===== src/rtl/fetch_queue.sv =====
// -----------------------------------------------------------------------------
// fetch_queue
//
// Instruction prefetch queue for the 5-stage LC-3b pipe, in place of the
// single-entry IF-ID latch. The block owns the fetch PC and the
// instruction-memory handshake. It buffers up to DEPTH fetched
// {ir, pc+2} pairs ahead of decode.
//
// Redirects flush the queue. A redirect that arrives while a memory request
// is outstanding moves the FSM to DRAIN. DRAIN keeps the old request stable,
// throws its response away, and only then restarts fetch at the saved target.
//
// Ports
//   clk, rst      clock (rising edge) and asynchronous active-high reset
//   imem_addr     instruction memory address (current fetch PC)
//   imem_read     instruction memory read request
//   imem_resp     one-cycle response strobe; imem_rdata is valid in that cycle
//   imem_rdata    fetched instruction word
//   redirect      flush the queue and restart fetch at redirect_pc
//   redirect_pc   new fetch PC (bit 0 is ignored)
//   deq           decode consumes the head entry this cycle
//   valid         head entry present
//   ir            head instruction; 0 (BR never, a NOP) when empty
//   pc_plus2      head entry fetch address + 2; 0 when empty
//   count         number of occupied entries
// -----------------------------------------------------------------------------
module fetch_queue #(
    parameter int                 WIDTH    = 16,
    parameter int                 DEPTH    = 4,
    parameter logic [WIDTH-1:0]   RESET_PC = '0
) (
    input  logic                         clk,
    input  logic                         rst,
    output logic [WIDTH-1:0]             imem_addr,
    output logic                         imem_read,
    input  logic                         imem_resp,
    input  logic [WIDTH-1:0]             imem_rdata,
    input  logic                         redirect,
    input  logic [WIDTH-1:0]             redirect_pc,
    input  logic                         deq,
    output logic                         valid,
    output logic [WIDTH-1:0]             ir,
    output logic [WIDTH-1:0]             pc_plus2,
    output logic [$clog2(DEPTH+1)-1:0]   count
);

    localparam int PTR_W = $clog2(DEPTH);
    localparam int CNT_W = $clog2(DEPTH + 1);

    typedef enum logic {
        FETCH = 1'b0,
        DRAIN = 1'b1
    } state_t;

    state_t             state_q,      state_d;
    logic [WIDTH-1:0]   fetch_pc_q,   fetch_pc_d;
    logic [WIDTH-1:0]   pending_pc_q, pending_pc_d;
    logic [PTR_W-1:0]   head_q,       head_d;
    logic [PTR_W-1:0]   tail_q,       tail_d;
    logic [CNT_W-1:0]   count_q,      count_d;

    logic [WIDTH-1:0]   ir_mem_q  [DEPTH];
    logic [WIDTH-1:0]   pc2_mem_q [DEPTH];

    logic               read_req;
    logic               enq;
    logic               deq_ok;
    logic [WIDTH-1:0]   redirect_target;

    // NOTE: every signal written here gets a default first, so no path leaves
    // one unassigned and no latch is inferred.
    always_comb begin
        state_d      = state_q;
        fetch_pc_d   = fetch_pc_q;
        pending_pc_d = pending_pc_q;
        head_d       = head_q;
        tail_d       = tail_q;
        count_d      = count_q;
        enq          = 1'b0;
        deq_ok       = 1'b0;

        // In DRAIN the abandoned request has to stay up until its response.
        // In FETCH, free space can only grow while a request is pending, so
        // once the request is raised it stays raised.
        read_req        = (state_q == DRAIN) || (count_q < CNT_W'(DEPTH));
        redirect_target = redirect_pc & ~WIDTH'(1);

        if (redirect) begin
            head_d  = '0;
            tail_d  = '0;
            count_d = '0;
            if (read_req && !imem_resp) begin
                // A request is still outstanding: park the target until the
                // stale response has come back.
                state_d      = DRAIN;
                pending_pc_d = redirect_target;
            end else begin
                state_d    = FETCH;
                fetch_pc_d = redirect_target;
            end
        end else begin
            if (state_q == FETCH) begin
                if (read_req && imem_resp) begin
                    enq        = 1'b1;
                    tail_d     = tail_q + PTR_W'(1);
                    fetch_pc_d = fetch_pc_q + WIDTH'(2);
                end
            end else if (imem_resp) begin
                state_d    = FETCH;
                fetch_pc_d = pending_pc_q;
            end

            if (deq && (count_q != '0)) begin
                deq_ok = 1'b1;
                head_d = head_q + PTR_W'(1);
            end

            count_d = count_q + CNT_W'(enq) - CNT_W'(deq_ok);
        end
    end

    // NOTE: state registers use non-blocking assignments only, so every flop
    // samples values from before the edge regardless of evaluation order.
    always_ff @(posedge clk or posedge rst) begin
        if (rst) begin
            state_q      <= FETCH;
            fetch_pc_q   <= RESET_PC;
            pending_pc_q <= RESET_PC;
            head_q       <= '0;
            tail_q       <= '0;
            count_q      <= '0;
        end else begin
            state_q      <= state_d;
            fetch_pc_q   <= fetch_pc_d;
            pending_pc_q <= pending_pc_d;
            head_q       <= head_d;
            tail_q       <= tail_d;
            count_q      <= count_d;
        end
    end

    // NOTE: the entry storage is deliberately not reset. count gates every
    // read, so stale contents are never visible, and leaving the reset off
    // lets the array map to plain storage.
    always_ff @(posedge clk) begin
        if (enq) begin
            ir_mem_q[tail_q]  <= imem_rdata;
            pc2_mem_q[tail_q] <= fetch_pc_q + WIDTH'(2);
        end
    end

    // Gating imem_read with rst drops the request as soon as reset asserts,
    // and keeps it low for as long as reset is held.
    assign imem_read = read_req & ~rst;
    assign imem_addr = fetch_pc_q;

    assign valid    = (count_q != '0);
    assign count    = count_q;
    assign ir       = valid ? ir_mem_q[head_q]  : '0;
    assign pc_plus2 = valid ? pc2_mem_q[head_q] : '0;

endmodule

===== config.mk =====
export PLATFORM = sky130hd
export DESIGN_NAME = fetch_queue
export DESIGN_NICKNAME = d
export VERILOG_FILES = /design/src/rtl/fetch_queue.sv
export SDC_FILE = /design/constraint.sdc
export NUM_CORES = 1
export LEC_CHECK = 0
export ABC_CLOCK_PERIOD_IN_PS = 2430
export BUFFER_PORTS_ARGS = -buffer_cell sky130_fd_sc_hd__buf_4
export CAP_MARGIN = 15
export CORE_MARGIN = 2
export CORE_UTILIZATION = 52
export CTS_CLUSTER_DIAMETER = 150
export DETAILED_ROUTE_END_ITERATION = 10
export PLACE_DENSITY = 0.76
export SETUP_SLACK_MARGIN = 0.1
export SYNTH_ARGS = -nofsm -noshare
export SYNTH_HDL_FRONTEND = slang
export SYNTH_SLANG_ARGS = --single-unit

===== constraint.sdc =====
create_clock -name clk -period 2.43 [get_ports clk]
set_clock_uncertainty 0.1 [all_clocks]
set_input_delay 0.1215 -clock clk [delete_from_list [all_inputs] [get_ports clk]]
set_output_delay 0.1215 -clock clk [all_outputs]
set_load 0.03 [all_outputs]

==> results.tsv, run 1 <==
metric	value	unit
synth_top_area_share	53.0	%
grt_max_degree	49	
hp-class	in2reg	
power_density	1090	nW/um^2
peakVddDrop	0.000734	V
p_leak	3.27	nW
cp_max_fo	4	
clockBufferDepth	2	
end_kind	register	
cts-root-buf	clkbuf_16	
ys_types	53	
avgRoutedWirePerCell	17.5	um
start_kind	register	
viasPerCell	5.47	
finalWirelength	13.3	mm
fin_ws	0.194	ns
required	2.62	ns
yosysWarnings	0	
drive_gt1_share	32.7	%
ys_seq_area_share	66.5	%
criticalPathCategory	reg2reg	
drc	0	
synth_top_cell_by_area	edfxtp_1	
post-route-period-util	92.0	%
setup_viol	0	
gp_congestion	0.911	
grt_pass1_vias	4237	
clk_pin_slew	0.06	ns
ant_nets	0	
die_x	120	um
fp.coreArea	13200	um^2
synth_edf_count	124	
placed_cells	692	
antenna_found_initial	0	
async_reset_ff_share	23.5	%
hp-start	redirect	
worst_pin_slew	0.746	ns
netlist_area	7030	um^2
die_area	14500	um^2
ys.flop_type	edfxtp_1	
ys_top_cells_by_area	edfxtp_1 (53%), dfrtp_1 (14%), mux4_2 (9.9%), and2_1 (3.3%), mux2_2 (2.4%)	
groute.usage.overall	19.9	%
clock_sinks	162	
slew_headroom	50.2	%
overflow	0	
crit_start	count[1]$_DFF_PP0_	
ff2ff_path_depth	8	
drv_slew	0	
final_core_util	66.8	%
diodes	0	
r2r-end	count[1]$_DFF_PP0_	
max_freq	0.447	GHz
hold_viol_final	0	
drtIter0Drc	279	
portBuffers	86	
rows	42	
r2r-start	count[1]$_DFF_PP0_	
drt-pass1-iter-count	4	
cp-endpoint	count[1]$_DFF_PP0_	
min_period	2.24	ns
tns	0	ns
arrival	2.42	ns
final_cells	757	
grt_pass1_wl	21.5	mm
htree_levels	4	
area_delta_synth_final	25.9	%
cts_tree	yes	
ff2ff_setup_slack	0.19	ns
cts_made_buffers	17	
synthCells	440	
vias	4144	
power.total	9.61	mW
syn_avg_cell_area	16.0	um^2
die_h	120	um
cts_setup_buffers	0	
status	complete, no violations	
drv_cap	0	
start_util	53.1	%
dp_hpwl	8.49	mm
rsz0062_at_grt	no	
ys_ff_latch	162	
io_pins	90	
post-place-ws	0.205	ns
clock_latency	0.42	ns
nets	614	
-- stage by stage --
step	hold slack [ns]	area, um^2
6_report	0.0630	8850
5_1_grt	0.0703	8850
4_1_cts	0.0385	8850
3_5_place_dp	0.220	7970
3_3_place_gp	0.215	7970
2_1_floorplan	0.0879	7070
-- per-layer routing --
metal	global-route usage, %	share of wire (%)
met1	26.2	43
met2	31.5	49
met3	6.42	6.2
met4	6.83	1.3
met5	0	0
-- worst min path at each step --
stage | end | slack, ns | depth (start not counted)
after detailed placement | pending_pc_q[7]$_DFFE_PP0N_ | 0.22 | 2
after CTS | head_q[0]$_DFFE_PP0P_ | 0.04 | 2
final | head_q[0]$_DFFE_PP0P_ | 0.06 | 2
after global routing | head_q[0]$_DFFE_PP0P_ | 0.07 | 2
after global placement | pending_pc_q[7]$_DFFE_PP0N_ | 0.22 | 2
after floorplan | state_q$_DFF_PP0_ | 0.09 | 1
-- cell families after synthesis --
family | Yosys count | share of synthesized area (%)
fa+ha+maj | 8 | 1.53
flops | 162 | 66.5
mux | 57 | 14.0
buf+inv | 37 | 2.49
simple gates | 115 | 9.17
other cells | 1 | 0.0534
xor+xnor | 18 | 2.24
compound gates | 42 | 4.01
-- report_power, final --
| part | internal [mW] | switching (mW) | total [mW] |
|---|---|---|---|
| combinational | 1.51 | 2.01 | 3.51 |
| sequential | 3.42 | 0.289 | 3.71 |
| clock | 1.40 | 0.981 | 2.38 |
-- cell type report --
class	count	area, um^2
fill	922	4400
inverter	12	45.0
clock buffer	22	444
sequential	162	4680
timing repair buffer	134	1160
tap	176	220
clock inverter	9	83.8
multi-input combinational	242	2220
-- flip-flops by register name, indices dropped and copies added (netlist names) --
| name | cells |
|---|---|
| head_q | 2 |
| imem_addr | 15 |
| state_q | 1 |
| count | 3 |
| pc2_mem_q | 60 |
| ir_mem_q | 64 |
| tail_q | 2 |
| pending_pc_q | 15 |
-- synthesized netlist by cell type, drive strengths merged (2+ instances only) --
master  instances
edfxtp        124
dfrtp          38
and2           37
mux4           31
nor2           21
buf            20
mux2           16
nand2          16
inv            12
mux2i          10
a21oi           9
nand3           9
o21ai           9
xnor2           9
xor2            9
ha              7
nor3            6
clkbuf          5
nand2b          5
a31oi           4
and4            4
nor3b           4
and3            3
nor4            3
o211ai          3
o22a            3
o31a            3
a221oi          2
nand4           2
o22ai           2
-- what timing repair did --
| action | in CTS | in global routing |
|---|---|---|
| hold buffers | 34 | 0 |
| endpoints found under the setup margin | 5 | 0 |
| gates resized for setup | 1 | 0 |
| hold endpoints to repair | 108 | 0 |
-- cell usage in the layout, fill, tap and decap left out, drive strengths merged, types with 3 or more instances in the layout --
master / count
dfrtp: 38
nor3: 6
o211ai: 3
clkinv: 4
o22a: 3
nor4: 3
mux2i: 10
a21oi: 9
dlygate4sd3: 34
o31a: 3
buf: 100
nand2b: 5
clkbuf: 22
and3: 3
mux4: 31
mux2: 16
nand3: 9
edfxtp: 124
and4: 4
ha: 7
nor2: 21
xnor2: 9
nor3b: 4
inv: 14
and2: 37
a31oi: 4
xor2: 9
nand2: 16
o21ai: 9
-- worst max-delay path, cell delays in order, from the launching register on --
cell and delay [ns]:
dfrtp_2 0.44, or3_1 0.41, and2_4 0.17, ha_4 0.21, inv_2 0.06, ha_4 0.11, inv_2 0.03, fa_2 0.52
nor2_1 0.04
(Power assumes the default switching activity.)
==> run 2, diff against run 1 <==
--- a/config.mk
+++ b/config.mk
@@ -9,10 +9,10 @@
 export BUFFER_PORTS_ARGS = -buffer_cell sky130_fd_sc_hd__buf_4
 export CAP_MARGIN = 15
 export CORE_MARGIN = 2
-export CORE_UTILIZATION = 52
+export CORE_UTILIZATION = 50
 export CTS_CLUSTER_DIAMETER = 150
 export DETAILED_ROUTE_END_ITERATION = 10
-export PLACE_DENSITY = 0.76
+export PLACE_DENSITY = 0.73
 export SETUP_SLACK_MARGIN = 0.1
 export SYNTH_ARGS = -nofsm -noshare
 export SYNTH_HDL_FRONTEND = slang
==> results.tsv, run 2 (synthesis results as in run 1) <==
metric	value	unit
hold_path_depth	2	
criticalPathCategory	reg2reg	
multiInputGateArea	2220	um^2
grt_pass1_wl	22.7	mm
viasPerCell	5.44	
post-place-ws	0.207	ns
htree_levels	4	
hp-class	in2reg	
largest_reg_flops	64	
start_util	50.8	%
fill_cells	1001	
rsz0062_at_grt	no	
regMostFlops	ir_mem_q	
final_core_util	65.0	%
power_density	1130	nW/um^2
cts_resized	0	
die_h	123	um
antenna_found_initial	0	
grt_pass1_vias	4371	
rows	43	
hold_viol_final	0	
ant_nets	0	
area_delta_synth_final	28.0	%
io_pins	90	
tns	0	ns
cts-root-buf	clkbuf_16	
clock_sinks	162	
post-route-period-util	90.9	%
power.total	10.2	mW
drt-pass1-iter-count	4	
groute.usage.overall	20.5	%
diodes	0	
top_regs	ir_mem_q: 64 flops, pc2_mem_q: 60 flops	
nets	617	
p_leak	3.35	nW
portBuffers	86	
drv_slew	0	
final_common_cell	edfxtp_1	
overflow	0	
clockBufferDepth	2	
vias	4156	
status	complete, no violations	
avgRoutedWirePerCell	18.3	um
die_area	15000	um^2
drc	0	
slew_headroom	49.9	%
cts_made_buffers	17	
cp_max_fo	4	
fp.coreArea	13800	um^2
drv_cap	0	
holdWs	0.0627	ns
setup_viol	0	
drive_gt1_share	33.7	%
min_period	2.21	ns
grt_max_degree	49	
mostFrequentLayoutCells	edfxtp_1 (124), buf_4 (97), dfrtp_1 (34), dlygate4sd3_1 (34), and2_1 (32)	
arrival	2.40	ns
gp_congestion	0.830	
start_kind	register	
cts_setup_buffers	0	
cts_tree	yes	
required	2.62	ns
finalWirelength	14.0	mm
worst_pin_slew	0.751	ns
dp_hpwl	8.92	mm
fin_ws	0.220	ns
end_kind	register	
peakVddDrop	0.000563	V
max_freq	0.453	GHz
clk_pin_slew	0.06	ns
regArea	4680	um^2
clock_latency	0.42	ns
die_x	123	um
drtIter0Drc	264	
ff2ff_path_depth	8	
run 2: changes by cell type in the layout (fill, tap and decap cells not counted):
cell | before | now
inv_8 | 0 | 1
clkinv_1 | 2 | 1
clkinv_4 | 1 | 2
buf_6 | 1 | 0
bufinv_16 | 1 | 5
buf_4 | 94 | 97
clkinvlp_4 | 2 | 0
buf_12 | 5 | 6
clkbuf_1 | 5 | 2
run 2: worst max-delay path, cell delays in order, from the launching register on:
cell and delay (ns):
dfrtp_2 0.44, or3_1 0.40, and2_4 0.17, ha_4 0.20, inv_2 0.06, ha_4 0.11
inv_2 0.03, fa_2 0.52, nor2_1 0.04
run 2: area by class of cell:
class / count / area share (%)
Clock buffer: 19 / 4.81
Clock inverter: 12 / 2.28
Inverter: 12 / 0.501
Multi-Input combinational cell: 242 / 24.6
Sequential cell: 162 / 52.0
Tap cell: 180 / 2.50
Timing Repair Buffer: 137 / 13.2
run 2: where the power goes:
group	leakage [nW]	internal (mW)	switching [mW]
sequential	1.57	3.42	0.301
combinational	1.46	1.53	2.03
clock	0.311	1.83	1.05
run 2: worst paths after layout:
check | endpoint | slack [ns] | from
worst max-delay path | count[1]$_DFF_PP0_ | 0.22 | count[1]$_DFF_PP0_
worst min-delay path | tail_q[1]$_DFFE_PP0P_ | 0.06 | redirect
worst max register to register | count[1]$_DFF_PP0_ | 0.22 | count[1]$_DFF_PP0_
worst min register to register | pending_pc_q[12]$_DFFE_PP0N_ | 0.39 | pending_pc_q[12]$_DFFE_PP0N_
max in group asynchronous | imem_addr[4]$_DFFE_PP0P_ | 1.23 | rst
min in group asynchronous | pending_pc_q[11]$_DFFE_PP0N_ | 0.30 | rst
run 2: per-stage QoR:
step	instances	instance area, um^2
5_1_grt	764	8990
6_report	764	8990
2_1_floorplan	441	7070
3_3_place_gp	699	8010
4_1_cts	764	8990
3_5_place_dp	699	8010
run 2: per-layer routing:
| metal | vias to the layer above | global-route usage, % | share of wire (%) |
|---|---|---|---|
| met1 | 2083 | 26.3 | 43 |
| li1 | 1939 | - | - |
| met3 | 10 | 5.53 | 4.9 |
| met2 | 124 | 34.1 | 51 |
| met5 | - | 0 | 0 |
| met4 | 0 | 6.32 | 0.97 |
run 2: what timing repair did:
action	in CTS	in global routing
endpoints found under the setup margin	0	0
hold buffers	34	0
hold endpoints to repair	108	0
==> run 3, diff against run 2 <==
--- a/config.mk
+++ b/config.mk
@@ -10,6 +10,7 @@
 export CAP_MARGIN = 15
 export CORE_MARGIN = 2
 export CORE_UTILIZATION = 50
+export CTS_BUF_LIST = sky130_fd_sc_hd__clkbuf_8
 export CTS_CLUSTER_DIAMETER = 150
 export DETAILED_ROUTE_END_ITERATION = 10
 export PLACE_DENSITY = 0.73
==> results.tsv, run 3 (synthesis results as in run 1) <==
metric	value	unit
status	complete, no violations	
cts_tree	yes	
cp_max_fo	4	
regMostFlops	ir_mem_q	
mostFrequentLayoutCells	edfxtp_1 (124), buf_4 (97), dfrtp_1 (34), dlygate4sd3_1 (34), and2_1 (32)	
portBuffers	86	
drv_cap	0	
finalWirelength	13.7	mm
p_leak	3.27	nW
diodes	0	
dp_hpwl	8.92	mm
end_kind	register	
cts_made_buffers	17	
fill_cells	1013	
grt_pass1_vias	4330	
top_regs	ir_mem_q: 64 flops, pc2_mem_q: 60 flops	
antenna_found_initial	0	
power_density	1070	nW/um^2
required	2.64	ns
criticalPathCategory	reg2reg	
gp_congestion	0.830	
cts_resized	0	
grt_use_met3	5.25	%
critPathMaxStageDelay	0.52	ns
clockBufferDepth	2	
clk_pin_slew	0.08	ns
slowest_stage	fa_2	
drc	0	
drv_slew	0	
groute.usage.overall	20.1	%
die_h	123	um
fp.coreArea	13800	um^2
cp_cell_sequence	or3_1 -> and2_4 -> ha_4 -> inv_2 -> ha_4 -> inv_2 -> fa_2 -> nor2_1	
max_freq	0.452	GHz
slew_headroom	50.5	%
hold_viol_final	0	
die_area	15000	um^2
grt_max_degree	49	
htree_levels	4	
io_pins	90	
viasPerCell	5.43	
cp_top_family	adder cells	
grt_pass1_wl	22.4	mm
holdWs	0.0450	ns
cts_setup_buffers	0	
clock_sinks	162	
largest_reg_flops	64	
worst_pin_slew	0.742	ns
area_delta_synth_final	25.2	%
rsz0062_at_grt	no	
final_core_util	63.7	%
start_kind	register	
tns	0	ns
grt_busiest_layer	met2	
final_common_cell	edfxtp_1	
post-route-period-util	91.1	%
avgRoutedWirePerCell	17.9	um
ant_nets	0	
start_util	50.8	%
overflow	0	
drive_gt1_share	33.7	%
cts-root-buf	clkbuf_8	
rows	43	
drtIter0Drc	267	
clock_latency	0.44	ns
hp-class	in2reg	
min_period	2.21	ns
arrival	2.42	ns
power.total	9.43	mW
grt_use_met1	25.9	%
drt-pass1-iter-count	4	
setup_viol	0	
peakVddDrop	0.000591	V
nets	617	
vias	4146	
crit_buf_inv	2	
die_x	123	um
grtUsageMet2	34.1	%
run 3: layer usage:
layer / vias to the layer above / wire [um]
met5: - / 0
met4: 0 / 139
met3: 13 / 769
met2: 123 / 7030
met1: 2073 / 5740
li1: 1937 / -
run 3: what timing repair did:
item                                    CTS  global route
hold endpoints to repair                110             0
endpoints found under the setup margin    0             0
hold buffers                             34             0
run 3: worst paths after layout:
kind                                                     end  slack, ns                          from  cells after the start
worst max-delay path                      count[1]$_DFF_PP0_       0.22            count[1]$_DFF_PP0_                      8
worst min-delay path                   head_q[0]$_DFFE_PP0P_       0.05                      redirect                      2
worst max register to register            count[1]$_DFF_PP0_       0.22            count[1]$_DFF_PP0_                      8
worst min register to register  pending_pc_q[10]$_DFFE_PP0N_       0.40  pending_pc_q[10]$_DFFE_PP0N_                      1
max in group asynchronous       pending_pc_q[14]$_DFFE_PP0N_       1.26                           rst                      4
min in group asynchronous       pending_pc_q[12]$_DFFE_PP0N_       0.28                           rst                      3
run 3: final cells by class:
cell class                      count  area, um^2  share of cell area, %
Timing Repair Buffer              137        1190                   13.5
Tap cell                          180         225                   2.56
Clock inverter                     14         213                   2.42
Multi-Input combinational cell    242        2220                   25.2
Sequential cell                   162        4680                   53.2
Inverter                           12        45.0                  0.512
Clock buffer                       17         234                   2.66
run 3: power breakdown:
group          total (mW)  internal [mW]  switching (mW)
combinational        3.56           1.53            2.02
sequential           3.72           3.42           0.299
clock                2.16           1.22           0.939
total                9.43           6.17            3.26
run 3: through the flow:
stage	std cells	setup WS, ns	instance area [um^2]
2_1_floorplan	441	0.120	7070
3_5_place_dp	699	0.207	8010
6_report	764	0.217	8800
3_3_place_gp	699	0.253	8010
5_1_grt	764	0.127	8800
4_1_cts	764	0.192	8800
